File: src/rtl/serial_pattern_generator.sv
// Serial pattern transmitter: captures a parallel word on start and emits its low L bits MSB first.
// Optional continuous-repeat mode is compiled in with `define SEQ_GEN_REPEAT_EN (adds input repeat_en).
module serial_pattern_generator #(
    parameter int WIDTH = 44,
    parameter int CNT_W = 6
) (
    input  logic             clk,
    input  logic             reset,
    input  logic             start,
    input  logic [WIDTH-1:0] pattern,
    input  logic [CNT_W-1:0] length,
`ifdef SEQ_GEN_REPEAT_EN
    input  logic             repeat_en,
`endif
    output logic             X,
    output logic             x_valid,
    output logic             busy,
    output logic             done,
    output logic [CNT_W-1:0] bits_left
);

    typedef enum logic [1:0] {
        IDLE  = 2'd0,
        SHIFT = 2'd1,
        DONE  = 2'd2
    } state_t;

    state_t           state_q, state_d;
    logic [WIDTH-1:0] shreg_q, shreg_d;
    logic [CNT_W-1:0] cnt_q, cnt_d;

    logic [CNT_W-1:0] eff_len;
    logic [CNT_W-1:0] shamt;
    logic [WIDTH-1:0] load_word;
    logic             load;

    logic             x_q, x_d;
    logic             x_valid_q, x_valid_d;
    logic             busy_q, busy_d;
    logic             done_q, done_d;
    logic [CNT_W-1:0] bits_left_q, bits_left_d;

`ifdef SEQ_GEN_REPEAT_EN
    logic [WIDTH-1:0] saved_word_q, saved_word_d;
    logic [CNT_W-1:0] saved_len_q, saved_len_d;
    logic             rep_first_q, rep_first_d;
`endif

    // Zero or out-of-range lengths fall back to the full word.
    always_comb begin
        if (length == '0 || length > CNT_W'(WIDTH)) begin
            eff_len = CNT_W'(WIDTH);
        end else begin
            eff_len = length;
        end
        shamt     = CNT_W'(WIDTH) - eff_len;
        load_word = pattern << shamt;
    end

    always_comb begin
        state_d = state_q;
        shreg_d = shreg_q;
        cnt_d   = cnt_q;
        load    = 1'b0;
`ifdef SEQ_GEN_REPEAT_EN
        saved_word_d = saved_word_q;
        saved_len_d  = saved_len_q;
        rep_first_d  = 1'b0;
`endif
        case (state_q)
            IDLE: begin
                if (start) begin
                    load = 1'b1;
                end
            end
            SHIFT: begin
                if (cnt_q == CNT_W'(1)) begin
`ifdef SEQ_GEN_REPEAT_EN
                    if (repeat_en) begin
                        shreg_d     = saved_word_q;
                        cnt_d       = saved_len_q;
                        rep_first_d = 1'b1;
                    end else begin
                        state_d = DONE;
                    end
`else
                    state_d = DONE;
`endif
                end else begin
                    shreg_d = shreg_q << 1;
                    cnt_d   = cnt_q - CNT_W'(1);
                end
            end
            DONE: begin
                if (start) begin
                    load = 1'b1;
                end else begin
                    state_d = IDLE;
                end
            end
            default: begin
                state_d = IDLE;
            end
        endcase

        if (load) begin
            shreg_d = load_word;
            cnt_d   = eff_len;
            state_d = SHIFT;
`ifdef SEQ_GEN_REPEAT_EN
            saved_word_d = load_word;
            saved_len_d  = eff_len;
`endif
        end
    end

    // Outputs are re-registered from the current state, so they trail the state by one cycle.
    always_comb begin
        x_d         = 1'b0;
        x_valid_d   = 1'b0;
        busy_d      = 1'b0;
        done_d      = 1'b0;
        bits_left_d = '0;
        if (state_q == SHIFT) begin
            x_d         = shreg_q[WIDTH-1];
            x_valid_d   = 1'b1;
            bits_left_d = cnt_q;
        end
        if (state_q != IDLE) begin
            busy_d = 1'b1;
        end
        if (state_q == DONE) begin
            done_d = 1'b1;
        end
`ifdef SEQ_GEN_REPEAT_EN
        if (rep_first_q) begin
            done_d = 1'b1;
        end
`endif
    end

    always_ff @(posedge clk or posedge reset) begin
        if (reset) begin
            state_q     <= IDLE;
            shreg_q     <= '0;
            cnt_q       <= '0;
            x_q         <= 1'b0;
            x_valid_q   <= 1'b0;
            busy_q      <= 1'b0;
            done_q      <= 1'b0;
            bits_left_q <= '0;
        end else begin
            state_q     <= state_d;
            shreg_q     <= shreg_d;
            cnt_q       <= cnt_d;
            x_q         <= x_d;
            x_valid_q   <= x_valid_d;
            busy_q      <= busy_d;
            done_q      <= done_d;
            bits_left_q <= bits_left_d;
        end
    end

`ifdef SEQ_GEN_REPEAT_EN
    always_ff @(posedge clk or posedge reset) begin
        if (reset) begin
            saved_word_q <= '0;
            saved_len_q  <= '0;
            rep_first_q  <= 1'b0;
        end else begin
            saved_word_q <= saved_word_d;
            saved_len_q  <= saved_len_d;
            rep_first_q  <= rep_first_d;
        end
    end
`endif

    assign X         = x_q;
    assign x_valid   = x_valid_q;
    assign busy      = busy_q;
    assign done      = done_q;
    assign bits_left = bits_left_q;

endmodule
File: config.mk
export PLATFORM = sky130hd
export DESIGN_NAME = serial_pattern_generator
export DESIGN_NICKNAME = d
export VERILOG_FILES = /design/src/rtl/serial_pattern_generator.sv
export SDC_FILE = /design/constraint.sdc
export NUM_CORES = 1
export LEC_CHECK = 0
export ABC_AREA = 0
export CORE_UTILIZATION = 55
export DETAILED_ROUTE_END_ITERATION = 16
export GPL_TIMING_DRIVEN = 0
export PLACE_DENSITY = 0.79
export SYNTH_ARGS = -nofsm -noshare
export SYNTH_HDL_FRONTEND = slang
export SYNTH_SLANG_ARGS = --single-unit
File: constraint.sdc
create_clock -name clk -period 2.95 [get_ports clk]
set_clock_uncertainty 0.1 [all_clocks]
set_input_delay 0.885 -clock clk [delete_from_list [all_inputs] [get_ports clk]]
set_output_delay 0.885 -clock clk [all_outputs]
set_load 0.05 [all_outputs]
==> flow_summary.toml <==
[detailed_routing]
first_iter_violations = 725
wl_met3_um = 2670
wl_met2_um = 10300
wl_met1_um = 7650
highest_layer = "met4"
drc = 0
vias_per_cell = 7.14
num_vias = 6028
ant_nets = 0
wl_per_cell_um = 26.6
dr.pass1.iters = 7
wl_um = 22400

[logic_synthesis]
yosysWarnings = 0
synth_cells = 571
ys_seq_area_share_pct = 29.6
async_flop_share_pct = 100
ys_ff_latch = 62
synthFlopType = "dfrtp_1"
syn_nets = 627
synth.cell_area_um2 = 5240
synth_cell_type_count = 60
syn_area_per_cell_um2 = 9.17
synth-edff-count = 0

[clocking]
clockBufferDepth = 2
cts_buffers = 9
clock_sinks = 62
path_clk_slew_ns = 0.07
htreeDepth = 3
clk_latency_ns = 0.35
cts_root_buf = "clkbuf_8"
cts_tree = "yes"

[die]
initial_utilization_pct = 56.7
dieArea_um2 = 9920
rows = 35
die_h_um = 99.6
coreArea_um2 = 9240
io_pins = 63
die_x_um = 99.6

[worst_setup_path]
r2r_cells = 8
crit_type = "input pin to register"
cpPeakStageDelay_ns = 0.53
crit-reg2reg-launch = "cnt_q[2]"
r2r_end = "shreg_q[32]"
critPathSlowestCell = "mux4_2"
worstPathArrival_ns = 3.71
critical_path_required_ns = 3.06
startpoint_type = "input pin"
end_kind = "register"
r2r_setup_slack_ns = 0.24
path_cells = "buf_8 -> buf_6 -> o211ai_1 -> nand2b_1 -> a21oi_2 -> nand2_2 -> ha_4 -> buf_12 -> mux4_2 -> mux2i_2 -> mux2_4 -> nor2_1 -> or3_1"
path_buf_inv = 3
critPathMaxFanout = 5
critPathTopFamily = "multiplexers"

[worst_hold_path]
whs_endpoint = "shreg_q[13]"
hp-start = "shreg_q[13]"
min_path_cells = 1
hp-class = "register to register"

[power_and_ir_drop]
switching_share_pct = 44.3
clkPwrFrac_pct = 13.9
power_leakage_nw = 3.03
power.internal_mw = 3.33
power_frac_seq_pct = 25.0
p_sw_mw = 2.65
ir_worst_vdd_mv = 0.467
power_density_nw_per_um2 = 761
power_frac_comb_pct = 61.1

[timing]
finalHoldViolCount = 0
finalSetupViolations = 43
rsz0062_at_grt = "yes"
fin_crit_ns = 3.60
setup_slack_ns = -0.648
hold_ws_ns = 0.389
fmax_ghz = 0.278
report.final.slew_viol_count = 0
max_slew_margin_pct = 43.2
post-route-period-util_pct = 122
tightest_slew_ns = 0.852

[place]
dpl_cell_area_um2 = 6190
dp.final_hpwl_um = 13600
finalWeightedCongestion = 0.940
portBuffers = 62
placed_cells = 763

[global_route]
grt_max_degree = 46
antenna_found_initial = 0
grt_overflow = 0
grt.total_usage_pct = 41.8
grt_pass1_wl_um = 30900
grt_pass1_vias = 5558

[job]
drv_cap = 0

[cells_and_area]
antennaDiodeCount = 0
layout-drive-gt1-share_pct = 40.7
syn2layout_area_growth_pct = 50.2
nets = 766
fin_cells = 844
fin_area_um2 = 7870

[status]
violations = "negative setup slack"
status = "complete, but fails checks"
layout make-up:
| cell class | instances | area [um2] |
|---|---|---|
| buffer | 45 | 395 |
| inverter | 6 | 38.8 |
| fill | 464 | 1370 |
| clock inverter | 7 | 97.6 |
| clock buffer | 9 | 124 |
| multi-input combinational | 457 | 4280 |
| timing repair buffer | 129 | 1220 |
| sequential | 62 | 1550 |
| tap | 129 | 161 |
worst max-delay path by stage:
stage	startpoint	end	slack, ns	cells past startpoint
3_3_place_gp	length[0]	shreg_q[30]	-1.41	14
3_5_place_dp	length[0]	shreg_q[40]	-1.47	13
6_report	length[1]	shreg_q[37]	-0.65	13
5_1_grt	length[1]	shreg_q[35]	-0.67	14
2_1_floorplan	length[0]	shreg_q[37]	-0.48	11
4_1_cts	length[1]	shreg_q[37]	-0.53	13
kinds of logic (layout without fill, tap and decap cells):
family | Yosys count | in the layout | share of synthesized area [%]
buf+inv | 52 | 196 | 5.19
xor+xnor | 7 | 7 | 1.46
fa+ha+maj | 3 | 3 | 0.717
flops | 62 | 62 | 29.6
compound gates | 140 | 140 | 16.8
mux | 94 | 94 | 27.9
simple gates | 213 | 213 | 18.4
placed cells by master, fill, tap and decap left out, drive strengths merged, types with 3 or more instances in the layout:
cell	count
o211ai	5
nor3	12
xnor2	6
mux2	4
o221ai	5
a21oi	43
clkdlybuf4s50	56
and3	6
nor2	35
mux2i	49
or3	4
nor4	6
a221o	5
dfrtp	62
nand2b	7
ha	3
a31oi	4
buf	92
nor2b	3
mux4	41
nand2	103
clkbuf	35
o2bb2ai	3
and2	5
nand3	23
inv	7
o21a	10
o21ai	42
o22ai	8
per-layer routing:
| metal | global-route usage (%) | up-vias |
|---|---|---|
| li1 | - | 2417 |
| met1 | 51.8 | 2859 |
| met2 | 67.5 | 587 |
| met3 | 6.75 | 165 |
| met4 | 28.1 | 0 |
| met5 | 0 | - |
state kept, by name, summed over array words and instances (netlist names):
name and cells:
bits_left 6, shreg_q 44, busy 1, cnt_q 6
X 1, state_q 2, done 1, x_valid 1
power groups by stage:
stage	Combinational, mW	Clock, mW	Sequential (mW)
4_1_cts	3.19	0.831	1.48
6_report	3.66	0.830	1.50
3_3_place_gp	2.60	0	1.49
2_1_floorplan	1.73	0	1.62
3_5_place_dp	2.66	0	1.50
5_1_grt	3.84	0.865	1.53
repair_timing:
item | CTS | global route
setup buffers | 35 | 31
setup endpoints to repair | 44 | 44
pin swaps | 34 | 47
cloned | 2 | 0
hold buffers | 0 | 0
resized for setup | 153 | 78
synth_stat cells, drive strengths merged (2+ instances only):
cell / count / area share, %
mux2: 4 / 0.86
and2b: 2 / 0.29
nor2: 35 / 2.5
nor4: 6 / 0.72
nand2: 103 / 7.4
nand2b: 7 / 0.84
and2: 5 / 0.60
dfrtp: 62 / 30
o2bb2ai: 3 / 0.50
xnor2: 6 / 1.1
a21oi: 43 / 4.2
inv: 6 / 0.57
clkbuf: 24 / 1.7
and4: 2 / 0.33
or3: 4 / 0.48
nor3: 12 / 1.2
a221o: 5 / 0.96
mux4: 41 / 18
o211ai: 5 / 0.72
a22oi: 2 / 0.29
a31oi: 4 / 0.76
nand3: 23 / 2.2
o21ai: 42 / 4.0
a21o: 2 / 0.31
and3: 6 / 0.72
o21a: 10 / 1.4
ha: 3 / 0.72
a211oi: 2 / 0.29
o221ai: 5 / 0.84
a221oi: 2 / 0.33
buf: 22 / 2.9
mux2i: 49 / 9.4
nor2b: 3 / 0.36
o22ai: 8 / 0.96
metrics by stage:
stage	TNS (ns)	setup WS [ns]	total power, mW	utilization (%)
global route	-19.57	-0.666	6.23	85.1
global placement	-89.92	-1.41	4.09	66.7
detailed placement	-55.35	-1.47	4.16	66.9
CTS	-16.94	-0.528	5.50	79.5
floorplan	-12.29	-0.475	3.36	-
finish	-17.30	-0.648	5.98	85.1
(Power assumes the default switching activity.)
